--- src/rtl/instr_fetch_unit_if.sv ---
// Bundles the instruction-memory handshake and the decode-side signals of
// the fetch stage. The fetch unit connects through the master modport; the
// memory/decode environment connects through the slave modport.
interface instr_fetch_unit_if;
    logic        imem_req;
    logic [31:0] imem_addr;
    logic        imem_ack;
    logic [31:0] imem_rdata;
    logic [31:0] Instr;
    logic [31:0] PC;
    logic [31:0] PCPlus4;
    logic        instr_valid;
    logic        instr_ready;
    logic        PCSrc;
    logic [31:0] PCTarget;
    logic        fault;

    modport master (
        output imem_req,
        output imem_addr,
        input  imem_ack,
        input  imem_rdata,
        output Instr,
        output PC,
        output PCPlus4,
        output instr_valid,
        input  instr_ready,
        input  PCSrc,
        input  PCTarget,
        output fault
    );

    modport slave (
        input  imem_req,
        input  imem_addr,
        output imem_ack,
        output imem_rdata,
        input  Instr,
        input  PC,
        input  PCPlus4,
        input  instr_valid,
        output instr_ready,
        output PCSrc,
        output PCTarget,
        input  fault
    );
endinterface

--- src/rtl/instr_fetch_unit.sv ---
// Instruction fetch stage: owns the program counter, fetches one 32-bit word
// per request/acknowledge handshake and holds it for decode until the
// downstream stage accepts it. A misaligned branch/jump target parks the unit
// in HALT with a sticky fault until reset. RESET_PC must be word-aligned.
module instr_fetch_unit #(
    parameter logic [31:0] RESET_PC = 32'h0000_0000
) (
    input  logic               clk,
    input  logic               rst,
    instr_fetch_unit_if.master fetch_if
);

    localparam logic [31:0] NOP_INSTR = 32'h0000_0013;

    typedef enum logic [1:0] {
        FETCH = 2'd0,
        HOLD  = 2'd1,
        HALT  = 2'd2
    } state_t;

    state_t      state_q;
    logic [31:0] pc_q;
    logic [31:0] instr_q;
    logic        req_q;
    logic        valid_q;
    logic        fault_q;

    logic [31:0] pcPlus4;
    logic [31:0] pc_d;
    logic        accept;
    logic        ackTaken;
    logic        targetMisaligned;

    // Next-PC selection and handshake qualifiers; the target is only looked at
    // in the accept cycle, and an ack only counts while a request is out.
    always_comb begin
        pcPlus4          = pc_q + 32'd4;
        pc_d             = fetch_if.PCSrc ? fetch_if.PCTarget : pcPlus4;
        accept           = (state_q == HOLD) && valid_q && fetch_if.instr_ready;
        ackTaken         = (state_q == FETCH) && req_q && fetch_if.imem_ack;
        targetMisaligned = fetch_if.PCSrc && (fetch_if.PCTarget[1:0] != 2'b00);
    end

    // Fetch FSM with all outputs registered; reset overrides any ack or accept.
    always_ff @(posedge clk) begin
        if (rst) begin
            state_q <= FETCH;
            pc_q    <= RESET_PC;
            instr_q <= NOP_INSTR;
            req_q   <= 1'b0;
            valid_q <= 1'b0;
            fault_q <= 1'b0;
        end else begin
            case (state_q)
                FETCH: begin
                    if (ackTaken) begin
                        instr_q <= fetch_if.imem_rdata;
                        valid_q <= 1'b1;
                        req_q   <= 1'b0;
                        state_q <= HOLD;
                    end else begin
                        req_q   <= 1'b1;
                    end
                end
                HOLD: begin
                    if (accept) begin
                        valid_q <= 1'b0;
                        if (targetMisaligned) begin
                            req_q   <= 1'b0;
                            fault_q <= 1'b1;
                            state_q <= HALT;
                        end else begin
                            pc_q    <= pc_d;
                            req_q   <= 1'b1;
                            state_q <= FETCH;
                        end
                    end
                end
                HALT: begin
                    req_q   <= 1'b0;
                    valid_q <= 1'b0;
                    fault_q <= 1'b1;
                end
                default: begin
                    req_q   <= 1'b0;
                    valid_q <= 1'b0;
                    state_q <= FETCH;
                end
            endcase
        end
    end

    assign fetch_if.imem_req    = req_q;
    assign fetch_if.imem_addr   = pc_q;
    assign fetch_if.Instr       = instr_q;
    assign fetch_if.PC          = pc_q;
    assign fetch_if.PCPlus4     = pcPlus4;
    assign fetch_if.instr_valid = valid_q;
    assign fetch_if.fault       = fault_q;

endmodule

--- src/flat_wrapper.sv ---
// flat-port wrapper written by rule: the top's interface ports become plain ports
module instr_fetch_unit_flat 
#(
    parameter logic [31:0] RESET_PC = 32'h0000_0000
)
  (clk, rst, fetch_if_imem_req, fetch_if_imem_addr, fetch_if_imem_ack, fetch_if_imem_rdata, fetch_if_Instr, fetch_if_PC, fetch_if_PCPlus4, fetch_if_instr_valid, fetch_if_instr_ready, fetch_if_PCSrc, fetch_if_PCTarget, fetch_if_fault);
  instr_fetch_unit_if fetch_if_i ();
  input  logic clk;
  input  logic rst;
  output wire logic [$bits(fetch_if_i.imem_req)-1:0] fetch_if_imem_req;
  output wire logic [$bits(fetch_if_i.imem_addr)-1:0] fetch_if_imem_addr;
  input wire logic [$bits(fetch_if_i.imem_ack)-1:0] fetch_if_imem_ack;
  input wire logic [$bits(fetch_if_i.imem_rdata)-1:0] fetch_if_imem_rdata;
  output wire logic [$bits(fetch_if_i.Instr)-1:0] fetch_if_Instr;
  output wire logic [$bits(fetch_if_i.PC)-1:0] fetch_if_PC;
  output wire logic [$bits(fetch_if_i.PCPlus4)-1:0] fetch_if_PCPlus4;
  output wire logic [$bits(fetch_if_i.instr_valid)-1:0] fetch_if_instr_valid;
  input wire logic [$bits(fetch_if_i.instr_ready)-1:0] fetch_if_instr_ready;
  input wire logic [$bits(fetch_if_i.PCSrc)-1:0] fetch_if_PCSrc;
  input wire logic [$bits(fetch_if_i.PCTarget)-1:0] fetch_if_PCTarget;
  output wire logic [$bits(fetch_if_i.fault)-1:0] fetch_if_fault;
  assign fetch_if_imem_req = fetch_if_i.imem_req;
  assign fetch_if_imem_addr = fetch_if_i.imem_addr;
  assign fetch_if_i.imem_ack = fetch_if_imem_ack;
  assign fetch_if_i.imem_rdata = fetch_if_imem_rdata;
  assign fetch_if_Instr = fetch_if_i.Instr;
  assign fetch_if_PC = fetch_if_i.PC;
  assign fetch_if_PCPlus4 = fetch_if_i.PCPlus4;
  assign fetch_if_instr_valid = fetch_if_i.instr_valid;
  assign fetch_if_i.instr_ready = fetch_if_instr_ready;
  assign fetch_if_i.PCSrc = fetch_if_PCSrc;
  assign fetch_if_i.PCTarget = fetch_if_PCTarget;
  assign fetch_if_fault = fetch_if_i.fault;
  instr_fetch_unit #(.RESET_PC(RESET_PC)) u_core (.clk(clk), .rst(rst), .fetch_if(fetch_if_i));
endmodule
--- config.mk ---
export PLATFORM = sky130hd
export DESIGN_NAME = instr_fetch_unit_flat
export DESIGN_NICKNAME = d
export VERILOG_FILES = /design/src/rtl/instr_fetch_unit_if.sv /design/src/rtl/instr_fetch_unit.sv /design/src/flat_wrapper.sv
export SDC_FILE = /design/constraint.sdc
export NUM_CORES = 1
export LEC_CHECK = 0
export BUFFER_PORTS_ARGS = -buffer_cell sky130_fd_sc_hd__buf_4
export CAP_MARGIN = 20
export CORE_MARGIN = 4
export CORE_UTILIZATION = 40
export CTS_BUF_LIST = sky130_fd_sc_hd__clkbuf_2
export DETAILED_ROUTE_END_ITERATION = 16
export PLACE_DENSITY = 0.71
export SYNTH_ARGS = -nofsm -noshare
export SYNTH_HDL_FRONTEND = slang
export SYNTH_SLANG_ARGS = --single-unit
--- constraint.sdc ---
create_clock -name clk -period 2.2 [get_ports clk]
set_input_delay 0 -clock clk [delete_from_list [all_inputs] [get_ports clk]]
set_output_delay 0 -clock clk [all_outputs]
set_load 0.02 [all_outputs]
==> reports/summary.txt <==
pre-CTS setup slack -> 276 ps
Worst path max stage delay -> 530 ps
synthesized area per cell -> 7.52 um2
Hold WC Path Type -> input port to flip-flop
Die W -> 110 um
nature of the critical path startpoint -> flip-flop
Cell Count, Final, Fillers Out -> 949
GR Util All Layers -> 25.4%
Fillers -> 784
commonest non-fill, non-tap cell in the layout -> buf_4
worst slew pin tran -> 527 ps
Port Buffer Count -> 199
leakage power total -> 3.08 nW
Die H -> 110 um
area growth from synthesis to layout -> 69.5%
Internal -> 0.00175 W
vias in the first global route -> 4839
Final Cell Area -> 0.00699 mm2
die area -> 0.0120 mm2
Final Critical Period -> 2270 ps
Seq/Total Area, Yosys -> 33.5%
critical path cell sequence -> ha_4, nand3_2, or4_4, or2_4, xnor2_2, buf_4
# placed instances -> 838
CTS buffer count -> 9
CP arrival -> 2270 ps
Post-DP Area -> 0.00566 mm2
first-pass GRT wire length -> 23.9 mm
status -> complete, but fails checks
Yosys cell types -> 52
max-cap violations -> 0
clock latency on the worst-skew pair -> 520 ps
Post-Route WL -> 16.6 mm
Starting Density -> 41.6%
setup violators final -> 1
Cell Rows -> 36
GRT overflow -> 0
largest net degree at the start of global routing -> 38
Root Buffer -> clkbuf_2
fin crit share -> 103%
Switch Pwr -> 0.000847 W
Power Total -> 0.00259 W
vias -> 5099
total iterations of the first detailed-routing run -> 5
Final #Nets -> 880
endpoint class of the critical path -> output pin
Clock Path Buffers -> 2
IO Pins -> 200
Final Hold Fails -> 0
layout cells sized above 1 -> 42.0%
power share of the combinational group -> 22.9%
H-Tree Depth -> 3
Switching Fraction -> 32.7%
sequential share of power -> 51.1%
initial antenna violation count -> 1
RSZ-0062 raised after global routing -> yes
post-synth top area cell -> dfxtp_1
HPWL after DPL -> 10.8 mm
Worst Skew -> 35.6 ps
routed len/inst -> 17.5 um
hold path cells -> 4
register bit total from synthesis -> 69
CP Max Fanout -> 2
Yosys top cell area share -> 33.5%
post-synthesis cell area -> 0.00413 mm2
Setup WS post-layout -> -69.9 ps
clock share of power -> 26.0%
CTS tree -> done
Max Clk Rate -> 441 MHz
Mapped Cells -> 549
setup TNS -> -69.9 ps
syn nets -> 619
warning count from the yosys run -> 0
reg2reg path depth -> 6
critical path type -> flip-flop to output pin
via-per-instance ratio -> 5.37
final-report max-slew violation count -> 0
slew margin rel. -> 64.7%
Post-synth EDFFs -> 0
Worst-path clk slew -> 210 ps
DR iter-0 viols -> 385
failing checks -> negative setup slack
ANT nets after route -> 0
Max IR drop VDD -> 0.336 mV
most frequent cells in the layout -> buf_4, nand2_1, dlygate4sd3_1, a21oi_1, dfxtp_1
placer congestion estimate -> 0.862
Area contributors post-synth -> dfxtp_1, nand2_1, a21oi_1
core footprint -> 0.00991 mm2
Slowest-stage cell, CP -> or4_4
FFs w/ async S/R, synth -> 0%
power density cells -> 371 mW/mm2
WP data required -> 2200 ps
DRC -> 0
CTS Sinks -> 69
dominant synthesized flop cell -> dfxtp_1
[Yosys cell counts (all sizes together) (2+ instances only)]
cell type and number:
nand2 93, o21ai 16, o31ai 3, o21a 6, mux2i 2, xnor2 21
nand3b 7, nand3 21, or2 3, nor3 23, a211oi 4, nand2b 2
clkbuf 32, a21oi 51, o41ai 2, nor2 24, a31oi 16, a31o 2
and2 2, or3 5, a311o 9, xor2 4, and4 7, a21boi 2
o32ai 3, nand4 17, or4 4, dfxtp 69, o211ai 4, buf 46
nor3b 4, a22oi 6, nor4 10, inv 14, and3 5
[registers in the layout, indices dropped and copies added (netlist names)]
signal                       flops
u_core.fetch_if.imem_req         1
u_core.state_q                   2
u_core.fetch_if.Instr           32
u_core.fetch_if.fault            1
u_core.fetch_if.instr_valid      1
u_core.fetch_if.PC              32
[power by group through the flow]
stage / clock network (W) / logic (W) / registers (W)
detailed placement: 0 / 0.000469 / 0.00136
global placement: 0 / 0.000465 / 0.00135
floorplan: 0 / 0.000186 / 0.00140
global route: 0.000747 / 0.000635 / 0.00133
finish: 0.000675 / 0.000595 / 0.00133
CTS: 0.000684 / 0.000573 / 0.00132
[cell families (layout without fill, tap and decap cells)]
family | Yosys count | in the layout | share of synthesized area, %
buffers and inverters | 92 | 358 | 11.7
xor gates and xnor gates | 25 | 25 | 5.31
AOI/OAI and AO/OA | 130 | 130 | 20.0
other | 0 | 1 | 0
adders and majority gates | 1 | 1 | 0.303
DFF | 69 | 69 | 33.5
and+or+nand+nor | 230 | 230 | 28.7
muxes | 2 | 2 | 0.485
[layer usage]
| layer | GRT usage (%) | vias to the layer above | share of wire (%) |
|---|---|---|---|
| li1 | - | 2462 | - |
| met1 | 30.6 | 2355 | 39 |
| met5 | 0 | - | 0 |
| met2 | 42.8 | 233 | 50 |
| met3 | 5.52 | 49 | 7.5 |
| met4 | 12.0 | 0 | 3.7 |
[timing repair]
item	4_1_cts	5_1_grt
buffers inserted	10	14
pin swaps	7	17
endpoints found under the setup margin	16	20
cloned	1	0
endpoints found under the hold margin	65	0
hold buffers	68	0
gates resized for setup	29	52
[worst max-delay path: cells and delay by family (launching register included)]
kind / cells / cell delay [ps]
XOR/XNOR: 1 / 190
buffers and inverters: 1 / 180
flip-flops: 1 / 410
AND/OR/NAND/NOR: 3 / 870
adder cells (fa/ha/maj): 1 / 140
[final timing paths]
kind,to,startpoint,slack [ps]
hold / removal,u_core.fetch_if.PC[23]$_SDFFE_PP0P_,fetch_if_PCTarget[23],80
setup reg to reg,u_core.fetch_if.PC[24]$_SDFFE_PP0P_,u_core.state_q[1]$_SDFFE_PP0P_,170
hold reg to reg,u_core.fetch_if.fault$_SDFFE_PP0P_,u_core.fetch_if.fault$_SDFFE_PP0P_,470
setup / recovery,fetch_if_PCPlus4[26],u_core.fetch_if.PC[3]$_SDFFE_PP0P_,-70
[layout make-up]
type | instances | area [um2] | share of cell area [%]
flip-flops and latches | 69 | 1420 | 20.4
repair buffers | 328 | 2760 | 39.5
well taps | 133 | 166 | 2.38
clock inverters | 7 | 50.0 | 0.716
inverters | 14 | 52.6 | 0.751
multi-input cells | 388 | 2490 | 35.6
diodes | 1 | 2.50 | 0.0358
clock buffers | 9 | 45.0 | 0.644
[per-stage QoR]
step / hold WS, ps / util [%]
3_3_place_gp: 211 / 57.1
5_1_grt: 72.7 / 70.6
2_1_floorplan: 124 / -
6_report: 83.7 / 70.6
4_1_cts: 14.0 / 66.9
3_5_place_dp: 215 / 57.1
Power figures use the tool's default switching activity.
